### src/rtl/accel_job_master.sv
// Wishbone classic master that runs one job on the AI accelerator slave:
// load operands, write op and start code, poll status, stream results out.
module accel_job_master #(
    parameter logic [31:0] ADDR_OFFSET = 32'h3000_0000,
    parameter int unsigned DATA_BASE   = 8,
    parameter int unsigned POLL_GAP    = 16,
    parameter int unsigned MAX_POLLS   = 1024,
    parameter int unsigned ACK_TIMEOUT = 255
) (
    input  logic        wb_clk_i,
    input  logic        wb_rst_ni,
    input  logic        start_i,
    input  logic [31:0] op_i,
    input  logic [7:0]  load_words_i,
    input  logic [7:0]  res_base_i,
    input  logic [7:0]  res_words_i,
    output logic        busy_o,
    output logic        done_o,
    output logic [1:0]  err_o,
    input  logic        in_valid_i,
    output logic        in_ready_o,
    input  logic [31:0] in_data_i,
    output logic        out_valid_o,
    input  logic        out_ready_i,
    output logic [31:0] out_data_o,
    output logic        wbm_cyc_o,
    output logic        wbm_stb_o,
    output logic        wbm_we_o,
    output logic [3:0]  wbm_sel_o,
    output logic [31:0] wbm_adr_o,
    output logic [31:0] wbm_dat_o,
    input  logic [31:0] wbm_dat_i,
    input  logic        wbm_ack_i
);

    localparam logic [15:0] GAP_LAST  = 16'(POLL_GAP - 1);
    localparam logic [15:0] POLL_LAST = 16'(MAX_POLLS - 1);
    localparam logic [15:0] ACK_LAST  = 16'(ACK_TIMEOUT - 1);
    localparam logic [31:0] STAT_ADR  = ADDR_OFFSET + 32'd4;

    typedef enum logic [3:0] {
        S_IDLE, S_LOAD_WAIT, S_LOAD_WR, S_OP_WR, S_GO_WR,
        S_POLL_GAP, S_POLL_RD, S_RES_RD, S_RES_OUT, S_FINISH
    } state_t;

    state_t      state;
    logic [31:0] op_q;
    logic [31:0] operand_q;
    logic [7:0]  load_words_q;
    logic [7:0]  res_base_q;
    logic [7:0]  res_words_q;
    logic [7:0]  idx_q;
    logic [15:0] gap_cnt_q;
    logic [15:0] poll_cnt_q;
    logic [15:0] ack_cnt_q;

    logic        bus_state;
    logic        req_we;
    logic [31:0] req_adr;
    logic [31:0] req_dat;
    logic [7:0]  word_idx;
    logic        ack_ok;

    assign ack_ok   = wbm_stb_o && wbm_ack_i;
    assign word_idx = (state == S_RES_RD) ? 8'(res_base_q + idx_q) : idx_q;

    always_comb begin
        bus_state = 1'b1;
        req_we    = 1'b0;
        req_adr   = '0;
        req_dat   = '0;
        unique case (state)
            S_LOAD_WR: begin
                req_we  = 1'b1;
                req_adr = ADDR_OFFSET + 32'(DATA_BASE) + {22'b0, word_idx, 2'b00};
                req_dat = operand_q;
            end
            S_OP_WR: begin
                req_we  = 1'b1;
                req_adr = ADDR_OFFSET;
                req_dat = op_q;
            end
            S_GO_WR: begin
                req_we  = 1'b1;
                req_adr = STAT_ADR;
                req_dat = '1;
            end
            S_POLL_RD: req_adr = STAT_ADR;
            S_RES_RD:  req_adr = ADDR_OFFSET + 32'(DATA_BASE) + {22'b0, word_idx, 2'b00};
            default:   bus_state = 1'b0;
        endcase
    end

    // Each bus state spends its first cycle with stb low and launches from
    // there, which guarantees the idle cycle between back-to-back transfers.
    always_ff @(posedge wb_clk_i or negedge wb_rst_ni) begin
        if (!wb_rst_ni) begin
            state        <= S_IDLE;
            busy_o       <= 1'b0;
            done_o       <= 1'b0;
            err_o        <= '0;
            in_ready_o   <= 1'b0;
            out_valid_o  <= 1'b0;
            out_data_o   <= '0;
            wbm_cyc_o    <= 1'b0;
            wbm_stb_o    <= 1'b0;
            wbm_we_o     <= 1'b0;
            wbm_sel_o    <= '0;
            wbm_adr_o    <= '0;
            wbm_dat_o    <= '0;
            op_q         <= '0;
            operand_q    <= '0;
            load_words_q <= '0;
            res_base_q   <= '0;
            res_words_q  <= '0;
            idx_q        <= '0;
            gap_cnt_q    <= '0;
            poll_cnt_q   <= '0;
            ack_cnt_q    <= '0;
        end else begin
            done_o <= 1'b0;

            if (ack_ok) begin
                wbm_cyc_o <= 1'b0;
                wbm_stb_o <= 1'b0;
                wbm_we_o  <= 1'b0;
                wbm_sel_o <= '0;
            end else if (wbm_stb_o) begin
                if (ack_cnt_q == ACK_LAST) begin
                    wbm_cyc_o <= 1'b0;
                    wbm_stb_o <= 1'b0;
                    wbm_we_o  <= 1'b0;
                    wbm_sel_o <= '0;
                    err_o     <= 2'b01;
                    state     <= S_FINISH;
                    done_o    <= 1'b1;
                    busy_o    <= 1'b0;
                end else begin
                    ack_cnt_q <= ack_cnt_q + 16'd1;
                end
            end else if (bus_state) begin
                wbm_cyc_o <= 1'b1;
                wbm_stb_o <= 1'b1;
                wbm_sel_o <= 4'hF;
                wbm_we_o  <= req_we;
                wbm_adr_o <= req_adr;
                wbm_dat_o <= req_dat;
                ack_cnt_q <= '0;
            end

            unique case (state)
                S_IDLE: if (start_i) begin
                    op_q         <= op_i;
                    load_words_q <= load_words_i;
                    res_base_q   <= res_base_i;
                    res_words_q  <= res_words_i;
                    idx_q        <= '0;
                    err_o        <= '0;
                    busy_o       <= 1'b1;
                    if (load_words_i == 8'd0) begin
                        state <= S_OP_WR;
                    end else begin
                        state      <= S_LOAD_WAIT;
                        in_ready_o <= 1'b1;
                    end
                end
                S_LOAD_WAIT: if (in_valid_i) begin
                    operand_q  <= in_data_i;
                    in_ready_o <= 1'b0;
                    state      <= S_LOAD_WR;
                end
                S_LOAD_WR: if (ack_ok) begin
                    if (8'(idx_q + 8'd1) == load_words_q) begin
                        idx_q <= '0;
                        state <= S_OP_WR;
                    end else begin
                        idx_q      <= idx_q + 8'd1;
                        in_ready_o <= 1'b1;
                        state      <= S_LOAD_WAIT;
                    end
                end
                S_OP_WR: if (ack_ok) state <= S_GO_WR;
                S_GO_WR: if (ack_ok) begin
                    gap_cnt_q  <= '0;
                    poll_cnt_q <= '0;
                    state      <= S_POLL_GAP;
                end
                S_POLL_GAP: begin
                    if (gap_cnt_q == GAP_LAST) state <= S_POLL_RD;
                    else gap_cnt_q <= gap_cnt_q + 16'd1;
                end
                S_POLL_RD: if (ack_ok) begin
                    if (wbm_dat_i == '0) begin
                        if (res_words_q == 8'd0) begin
                            state  <= S_FINISH;
                            done_o <= 1'b1;
                            busy_o <= 1'b0;
                        end else begin
                            state <= S_RES_RD;
                        end
                    end else if (poll_cnt_q == POLL_LAST) begin
                        err_o  <= 2'b10;
                        state  <= S_FINISH;
                        done_o <= 1'b1;
                        busy_o <= 1'b0;
                    end else begin
                        poll_cnt_q <= poll_cnt_q + 16'd1;
                        gap_cnt_q  <= '0;
                        state      <= S_POLL_GAP;
                    end
                end
                S_RES_RD: if (ack_ok) begin
                    out_data_o  <= wbm_dat_i;
                    out_valid_o <= 1'b1;
                    state       <= S_RES_OUT;
                end
                S_RES_OUT: if (out_ready_i) begin
                    out_valid_o <= 1'b0;
                    if (8'(idx_q + 8'd1) == res_words_q) begin
                        state  <= S_FINISH;
                        done_o <= 1'b1;
                        busy_o <= 1'b0;
                    end else begin
                        idx_q <= idx_q + 8'd1;
                        state <= S_RES_RD;
                    end
                end
                S_FINISH: state <= S_IDLE;
                default:  state <= S_IDLE;
            endcase
        end
    end

endmodule

### config.mk
export PLATFORM = sky130hd
export DESIGN_NAME = accel_job_master
export DESIGN_NICKNAME = d
export VERILOG_FILES = /design/src/rtl/accel_job_master.sv
export SDC_FILE = /design/constraint.sdc
export NUM_CORES = 1
export LEC_CHECK = 0
export ABC_AREA = 1
export ABC_CLOCK_PERIOD_IN_PS = 2800
export BUFFER_PORTS_ARGS = -buffer_cell sky130_fd_sc_hd__buf_2
export CORE_ASPECT_RATIO = 0.6
export CORE_MARGIN = 5
export CORE_UTILIZATION = 56
export DETAILED_ROUTE_END_ITERATION = 10
export GPL_ROUTABILITY_DRIVEN = 0
export PLACE_DENSITY_LB_ADDON = 0.1
export SYNTH_ARGS = -nofsm -noshare
export SYNTH_HDL_FRONTEND = slang
export SYNTH_SLANG_ARGS = --single-unit
### constraint.sdc
create_clock -name wb_clk_i -period 2.8 [get_ports wb_clk_i]
set_clock_uncertainty 0.05 [all_clocks]
set_input_delay 0.28 -clock wb_clk_i [delete_from_list [all_inputs] [get_ports wb_clk_i]]
set_output_delay 0.28 -clock wb_clk_i [all_outputs]
set_load 0.03 [all_outputs]
==> metrics, run 1 <==
outcome complete, no violations; Yosys cell types 52; Max Root-Sink Buffers 3; clock root buffer master clkbuf_16; Clock Latency Late Sink between 500 and 600 ps; first-pass GRT wire length around 60000 um; final worst-path cycle share between 90% and 100%; GRT overflow 0; CP Buf/Inv Count 2; core footprint ~22000 um2; Yosys reg bits between 200 and 250; largest cells by area after synthesis dfrtp_1, nand2_1, nand3_1; kind of critical path reg -> reg; Reg clk slew, reported paths 60 ps; via density per instance roughly 5.3; setup bufs post-CTS 0; worst-path fanout max 22; Detailed Route WL between 30000 and 40000 um; initial DRC count around 1000; post-layout net count around 2100; LEAKAGE 0.00844 uW; leading cell types in the layout, fill and taps excluded nand2_1, dfrtp_1, buf_2; post-synthesis sequential area ratio between 40% and 50%; actual slew at the worst max-slew pin roughly 960 ps; cells along the critical path ha_1 > nand2_1 > inv_1 > nand2_1 > inv_1 > nand2_1 > nor3_2 > o21ai_1 > nand2_2 > nor2_2 > nand2_1 > o21ai_2; initial antenna violation count 2; Yosys top cell area share 46.9%; Finished Core Util a little over two thirds; max cap viols 0; minimum clock period after layout around 2600 ps; area growth from synthesis to final layout 25.4%; DP Wirelength 24200 um; Critical Path Start Type flop; die height between 100 and 150 um; Ys Warns 0; I/O Pins around 240; Critical Path Slowest Stage Cell nor2_2; total die area between 20000 and 30000 um2; CP most frequent cell nand2_1; total CTS buffers 23; critical path endpoint category flop; DRC violations left 0; final setup fails 0; relative slew slack 36.0%; Syn Inst Count roughly 1600; Port Buffer Count 213; via count 11900; Routed wire per std cell between 15 and 20 um; chip width 201 um; CP required around 3200 ps; Avg Inst Size Synth 7.48 um2; area of the mapped netlist roughly 12000 um2; Initial Util 56.4%; vias in the first global route 11400; detailed-router iteration count before antenna repair 5; Peak VDD IR between 500 and 600 uV; post-route antenna net violation count 0; TritonCTS clock tree built; TNS Setup 0 ps; area leader, netlist dfrtp_1; CTS Sinks 231; Max Freq approximately 390 MHz; pin count of the biggest net entering global routing 76; type of the tightest min-delay check in -> reg; cell family with most CP delay simple AND/OR/NAND/NOR gates; Max Slew Vio Count 0; GRT Overall Usage roughly 28%; H-tree level count 1; max incr delay on CP about 740 ps; row count 42; Power Dens Cells ~830 nW/um2; Final Hold Viols 0; share of layout cells above drive strength 1 between 15 and 20%; RSZ-0062 raised after global routing false; commonest non-fill, non-tap cell in the layout nand2_1; WP data arrival between 2000 and 3000 ps
[layout make-up]
cell class | count | area [um2]
fill | 1773 | 6410
tap | 286 | 358
timing repair buffer | 344 | 2380
antenna | 1 | 2.50
clock inverter | 9 | 130
inverter | 162 | 608
sequential | 231 | 5780
clock buffer | 33 | 673
multi-input combinational | 1190 | 5520
[logic make-up after synthesis]
logic type | synth area share, %
and+or+nand+nor | 33.2
AOI/OAI and AO/OA | 6.78
DFF | 46.9
other | 0.0304
adders and majority gates | 1.48
xor gates and xnor gates | 2.63
buffers and inverters | 8.91
[registers in the layout, indices dropped and copies added, names as in the netlist, 2 cells and up]
register / cells
res_words_q: 8
op_q: 32
idx_q: 8
err_o: 2
wbm_adr_o: 10
operand_q: 32
out_data_o: 32
state: 4
load_words_q: 8
wbm_dat_o: 32
poll_cnt_q: 16
ack_cnt_q: 16
res_base_q: 8
gap_cnt_q: 16
[Yosys cell counts, drive strengths merged]
cell type  number
buf            52
fa              1
o21ai          81
a22o            1
or2             1
xor2           30
nand3b          6
o32ai           1
o211a           1
nand2         688
nor3b           1
nand3         120
clkinv          1
ha             13
a31oi           1
inv           161
o211ai          2
o22ai          12
dfrtp         231
xnor2           7
o21bai          1
nand4          32
o31ai           8
o21a            1
conb            1
nor4           10
a221oi          1
nor3           25
a21o            1
a41oi           1
a21oi          28
a211oi          2
clkbuf         33
nor2           93
[worst reg2reg max path, cell delays in order (launching register included)]
cell and delay (ps):
dfrtp_1 420, ha_1 260, nand2_1 90, inv_1 50, nand2_1 80, inv_1 80
nand2_1 110, nor3_2 60, o21ai_1 180, nand2_2 130, nor2_2 740, nand2_1 180
o21ai_2 100
[worst paths after layout]
path                                     from             end  slack, ps  cells past startpoint
worst min register to register  wbm_dat_o[26]   wbm_dat_o[26]        410                      2
worst max register to register  poll_cnt_q[0]   poll_cnt_q[5]        210                     12
min in group asynchronous           wb_rst_ni  out_data_o[16]        250                      2
max in group asynchronous           wb_rst_ni    wbm_sel_o[2]       1620                      3
worst max-delay path            poll_cnt_q[0]   poll_cnt_q[5]        210                     12
worst min-delay path            wbm_dat_i[16]  out_data_o[16]          5                      3
[where the power goes]
part	switching, uW	internal [uW]
logic	3090	1440
registers	711	4330
clock network	1340	1960
[stage by stage]
| step | hold slack (ps) | power (uW) | setup slack (ps) | instance area (um2) | std cells |
|---|---|---|---|---|---|
| floorplan | -65.6 | 8090 | 696 | 12400 | 1668 |
| finish | 4.64 | 12900 | 214 | 15500 | 2256 |
| detailed placement | 212 | 9370 | 293 | 13500 | 2100 |
| global placement | 212 | 9260 | 380 | 13500 | 2100 |
| CTS | 1.96 | 12800 | 234 | 15500 | 2255 |
| global route | 2.81 | 13700 | 4.85 | 15500 | 2256 |
[timing repair]
item                                    CTS  global route
hold endpoints to repair                175             0
endpoints found under the setup margin    0             0
gates resized for setup                   0             0
hold buffers                            113             0
[routing by layer]
metal / up-vias / GRT usage (%) / share of wire [%]
met5: - / 0 / 0.019
met4: 2 / 7.63 / 2.7
met3: 93 / 5.33 / 8.0
met2: 512 / 42.7 / 43
met1: 5518 / 42.6 / 46
li1: 5778 / - / -
(Power assumes the default switching activity.)
==> run 2, diff against run 1 <==
--- a/config.mk
+++ b/config.mk
@@ -6,11 +6,11 @@
 export NUM_CORES = 1
 export LEC_CHECK = 0
 export ABC_AREA = 1
-export ABC_CLOCK_PERIOD_IN_PS = 2800
+export ABC_CLOCK_PERIOD_IN_PS = 3000
 export BUFFER_PORTS_ARGS = -buffer_cell sky130_fd_sc_hd__buf_2
 export CORE_ASPECT_RATIO = 0.6
 export CORE_MARGIN = 5
-export CORE_UTILIZATION = 56
+export CORE_UTILIZATION = 60
 export DETAILED_ROUTE_END_ITERATION = 10
 export GPL_ROUTABILITY_DRIVEN = 0
 export PLACE_DENSITY_LB_ADDON = 0.1
==> constraint.sdc (replaced) <==
create_clock -name wb_clk_i -period 3 [get_ports wb_clk_i]
set_clock_uncertainty 0.05 [all_clocks]
set_input_delay 0.3 -clock wb_clk_i [delete_from_list [all_inputs] [get_ports wb_clk_i]]
set_output_delay 0.3 -clock wb_clk_i [all_outputs]
set_load 0.03 [all_outputs]
==> run 2 against run 1 <==
Critical path depth unchanged. Clock power decreased by 3%. Total power fell by 6.1%. Sequential cell count unchanged. Sequential share of layout area increased by 0.72 points. Count of clock-buffer cells in the layout fell by 5. Worst hold slack gained 1.2 ps. Cell count shrank 2.1%. Non-clock buffer count decreased by 32. Sequential power shrank 6.0%. Final area shrank 1.9%.
==> metrics, run 2 (same netlist as run 1, synthesis figures left out) <==
setup bufs post-CTS 0; leading cell types in the layout, fill and taps excluded nand2_1, dfrtp_1, buf_2; clock root buffer master clkbuf_16; final setup fails 0; Reg clk slew, reported paths about 70 ps; Port Buffer Count around 210; Power Dens Cells ~800 nW/um2; commonest non-fill, non-tap cell in the layout nand2_1; actual slew at the worst max-slew pin 680 ps; outcome complete, no violations; CTS Sinks roughly 230; chip width about 190 um; Peak VDD IR around 450 uV; core footprint 20100 um2; LEAKAGE between 0.008 and 0.009 uW; vias in the first global route ~11000; CP startpoint idx_q[0]; pin count of the biggest net entering global routing between 80 and 90; GRT overflow 0; Post-DP Area around 14000 um2; first-pass GRT wire length 57400 um; # diodes 0; minimum clock period after layout 2500 ps; post-route antenna net violation count 0; TNS Setup 0 ps; die height 121 um; DP Wirelength 23700 um; initial DRC count 1158; WP data arrival roughly 2900 ps; post-layout net count approximately 2000; Clock Latency Late Sink between 500 and 600 ps; worst-path fanout max 9; Max Root-Sink Buffers 3; r2r setup slk approximately 500 ps; DRC violations left 0; Hold Path Depth 3; CP required 3360 ps; Reg-to-Reg Start idx_q[0]; Post-Layout Inst Area around 15000 um2; I/O Pins approximately 240; Critical Path Start Type flop; total CTS buffers 22; H-tree level count 1; kind of critical path reg -> reg; cts hold-fix bufs roughly 80; Max Freq approximately 400 MHz; detailed-router iteration count before antenna repair 6; GRT Overall Usage ~29%; Initial Util between 60% and 70%; total die area approximately 24000 um2; type of the tightest min-delay check in -> reg; PostCTS Resize Cnt 0; initial antenna violation count 0; TritonCTS clock tree built; CP endpoint wbm_adr_o[9]; max cap viols 0; via count 11800; relative slew slack roughly 55%; Max Slew Vio Count 0; Detailed Route WL around 35000 um; area growth from synthesis to final layout 23.1%; share of layout cells above drive strength 1 between 10% and 20%; RSZ-0062 raised after global routing false; Crit Reg-Reg Endpoint wbm_adr_o[9]; Routed wire per std cell between 15 and 20 um; critical path endpoint category flop; via density per instance 5.34; row count 40; Final Hold Viols 0; r2r worst-path depth 12; final worst-path cycle share between 80% and 90%
## run 2: how the worst min path moves through the flow
stage | start | to | slack, ps
after floorplan | wb_rst_ni | ack_cnt_q[0] | -50
after global placement | wb_rst_ni | out_data_o[16] | 290
after detailed placement | wb_rst_ni | out_data_o[18] | 290
after CTS | load_words_i[4] | load_words_q[4] | 2
after global routing | wbm_dat_i[5] | out_data_o[5] | 20
final | res_words_i[4] | res_words_q[4] | 6
## run 2: critical path, cell delays in order (launching register included)
cell     delay, ps
dfrtp_1        500
ha_1           280
fa_1           440
xnor2_1        150
nand2_1         50
o21ai_0        120
inv_1          100
ha_1           200
nand3_2        100
nor2_2         130
nand3_1        100
nand3_1        110
nand2_1         50
## run 2: area by class of cell
class / count / area (um2)
well taps: 273 / 342
clock inverters: 12 / 204
inverters: 162 / 608
multi-input cells: 1190 / 5520
repair buffers: 312 / 2070
fillers: 1501 / 4960
clock buffers: 28 / 634
flip-flops and latches: 231 / 5780
## run 2: where the power goes
part / internal, uW / switching [uW] / total, uW / leakage (uW)
clock network: 1940 / 1250 / 3190 / 0.000403
registers: 4040 / 700 / 4740 / 0.00297
logic: 1310 / 2840 / 4150 / 0.00494
## run 2: routing by layer
layer  track usage, %  vias to the layer above  part of all wire (%)  wire length (um)
li1                 -                     5707                     -                 -
met1             44.2                     5468                    46             16000
met2             44.8                      539                    44             15400
met3             4.72                       71                   8.0              2790
met4             5.97                        0                   1.7               600
met5                0                        -                     0                 0
## run 2: stage by stage
stage / cells / util [%] / hold WS, ps / power, uW / setup WS [ps]
final: 2208 / 75.4 / 5.89 / 12100 / 504
after CTS: 2208 / 75.4 / 1.91 / 12000 / 521
after global placement: 2087 / 67.2 / 285 / 8610 / 626
after detailed placement: 2087 / 67.2 / 285 / 8720 / 541
after floorplan: 1668 / - / -45.6 / 7550 / 896
after global routing: 2208 / 75.4 / 18.4 / 12800 / 301
==> run 3, diff against run 2 <==
--- a/config.mk
+++ b/config.mk
@@ -6,11 +6,11 @@
 export NUM_CORES = 1
 export LEC_CHECK = 0
 export ABC_AREA = 1
-export ABC_CLOCK_PERIOD_IN_PS = 3000
+export ABC_CLOCK_PERIOD_IN_PS = 2200
 export BUFFER_PORTS_ARGS = -buffer_cell sky130_fd_sc_hd__buf_2
 export CORE_ASPECT_RATIO = 0.6
 export CORE_MARGIN = 5
-export CORE_UTILIZATION = 60
+export CORE_UTILIZATION = 51
 export DETAILED_ROUTE_END_ITERATION = 10
 export GPL_ROUTABILITY_DRIVEN = 0
 export PLACE_DENSITY_LB_ADDON = 0.1
==> constraint.sdc (replaced) <==
create_clock -name wb_clk_i -period 2.2 [get_ports wb_clk_i]
set_clock_uncertainty 0.05 [all_clocks]
set_input_delay 0.22 -clock wb_clk_i [delete_from_list [all_inputs] [get_ports wb_clk_i]]
set_output_delay 0.22 -clock wb_clk_i [all_outputs]
set_load 0.03 [all_outputs]
==> run 3 against run 2 <==
Via count rose by 2.4%. Sequential cell count stayed put. Cell count rose by 7.4%. Largest power group unchanged.
==> metrics, run 3 (same netlist as run 1, synthesis figures left out) <==
H-tree level count 1; Clock Latency Late Sink between 500 and 600 ps; CP required around 2600 ps; CTS Sinks about 230; share of layout cells above drive strength 1 approximately a fifth; Critical Path Start Type flop; row count between 40 and 50; vias in the first global route about 11000; relative slew slack 58.2%; DRC violations left 0; initial DRC count 1107; total die area 27500 um2; minimum clock period after layout between 2000 and 2500 ps; TritonCTS clock tree built; Sw Share roughly 40%; final setup fails 0; I/O Pins about 240; Routed wire per std cell ~16 um; GRT overflow 0; via density per instance 5.09; clock root buffer master clkbuf_16; total CTS buffers 23; # fillers 2006; Peak VDD IR about 730 uV; chip width 211 um; combinational cell fraction of total power roughly two fifths; initial antenna violation count 3; LEAKAGE just under 0.009 uW; kind of critical path reg -> reg; GRT Overall Usage 25.8%; dpl ws -212 ps; Power Dens Cells 1020 nW/um2; pin count of the biggest net entering global routing 66; Final Hold Viols 0; DP Wirelength 25100 um; Max Freq approximately 470 MHz; Initial Util a little over 50%; WP data arrival around 2500 ps; clock share of power 23.5%; first-pass GRT wire length between 50000 and 60000 um; core footprint approximately 24000 um2; outcome complete, no violations; leading cell types in the layout, fill and taps excluded nand2_1, dfrtp_1, buf_2; Detailed Route WL between 30000 and 40000 um; Psw approximately 6700 uW; actual slew at the worst max-slew pin between 600 and 700 ps; Tot Pwr roughly 17000 uW; worst-path fanout max 3; post-route antenna net violation count 0; Max Root-Sink Buffers 3; die height roughly 130 um; Max Slew Vio Count 0; area growth from synthesis to final layout 32.4%; Post-Layout Inst Area 16300 um2; final worst-path cycle share about 97%; type of the tightest min-delay check in -> reg; Port Buffer Count 213; Reg clk slew, reported paths 70 ps; Post-DP Area approximately 14000 um2; commonest non-fill, non-tap cell in the layout nand2_1; max cap viols 0; post-route worst setup slack roughly 57 ps; detailed-router iteration count before antenna repair 5; RSZ-0062 raised after global routing true; Flop pwr share between 30% and 40%; r2r setup slk between 50 and 60 ps; via count around 12000; Pint 9940 uW; critical path endpoint category flop; post-layout net count roughly 2200
run 3: cell count changes in the layout (fill, tap and decap cells not counted), moves of 5 or more:
| cell | before | now |
|---|---|---|
| ha_1 | 13 | 8 |
| nand2_2 | 8 | 13 |
| dlygate4sd3_1 | 81 | 121 |
| buf_4 | 14 | 71 |
| nand2_1 | 679 | 671 |
| buf_12 | 4 | 12 |
| nor2_1 | 85 | 80 |
run 3: routing by layer:
metal	part of all wire, %	wire length [um]	vias up	track usage, %
li1	-	-	5932	-
met1	47	17400	5625	39.7
met2	44	16000	453	38.8
met3	7.0	2560	62	4.06
met4	2.1	770	0	5.90
met5	0	0	-	0
run 3: path summary, 6_finish.rpt:
path	to	depth (start not counted)	start
worst min register to register	wbm_dat_o[1]	2	wbm_dat_o[1]
min in group asynchronous	poll_cnt_q[1]	2	wb_rst_ni
worst max register to register	wbm_adr_o[9]	11	idx_q[0]
max in group asynchronous	res_words_q[3]	3	wb_rst_ni
worst max-delay path	wbm_adr_o[9]	11	idx_q[0]
worst min-delay path	state[0]	5	start_i
run 3: cell type report:
| cell class | count | area, um2 | area share (%) |
|---|---|---|---|
| multi-input cells | 1191 | 5680 | 34.8 |
| clock inverters | 11 | 90.1 | 0.552 |
| inverters | 162 | 618 | 3.79 |
| diodes | 4 | 10.0 | 0.0613 |
| repair buffers | 419 | 3080 | 18.9 |
| flip-flops and latches | 231 | 5780 | 35.4 |
| clock buffers | 31 | 646 | 3.96 |
| well taps | 322 | 403 | 2.47 |
run 3: worst max-delay path, stage by stage (launching register included):
cell and delay, ps:
dfrtp_1 390, ha_2 210, fa_2 520, nand2_1 60, o21a_1 150, inv_2 90, ha_4 150, nand3_4 90
nor2_4 130, nand3_1 70, nand3_1 90, nand2_1 50
run 3: power by group through the flow:
stage	clock (uW)	combinational, uW	sequential (uW)
2_1_floorplan	0	3550	6750
3_3_place_gp	0	5800	6400
3_5_place_dp	0	5890	6410
4_1_cts	3960	6120	6360
5_1_grt	4160	7030	6510
6_report	3900	6330	6380
run 3: stage by stage:
stage	hold slack, ps	TNS (ps)	util [%]	std cells
floorplan	-126	0	-	1668
global route	58.2	-76.5	68.0	2370
detailed placement	153	-3060	58.7	2193
finish	67.7	0	68.0	2371
CTS	36.3	0	67.0	2357
global placement	146	-1130	58.7	2193
run 3: what timing repair did:
action                                  4_1_cts  5_1_grt
gates resized for setup                       8       41
setup buffers                                 1        9
pin swaps                                     2       22
gates cloned                                  0        1
endpoints found under the setup margin       31       37
hold buffers                                121        0
hold endpoints to repair                    265        0
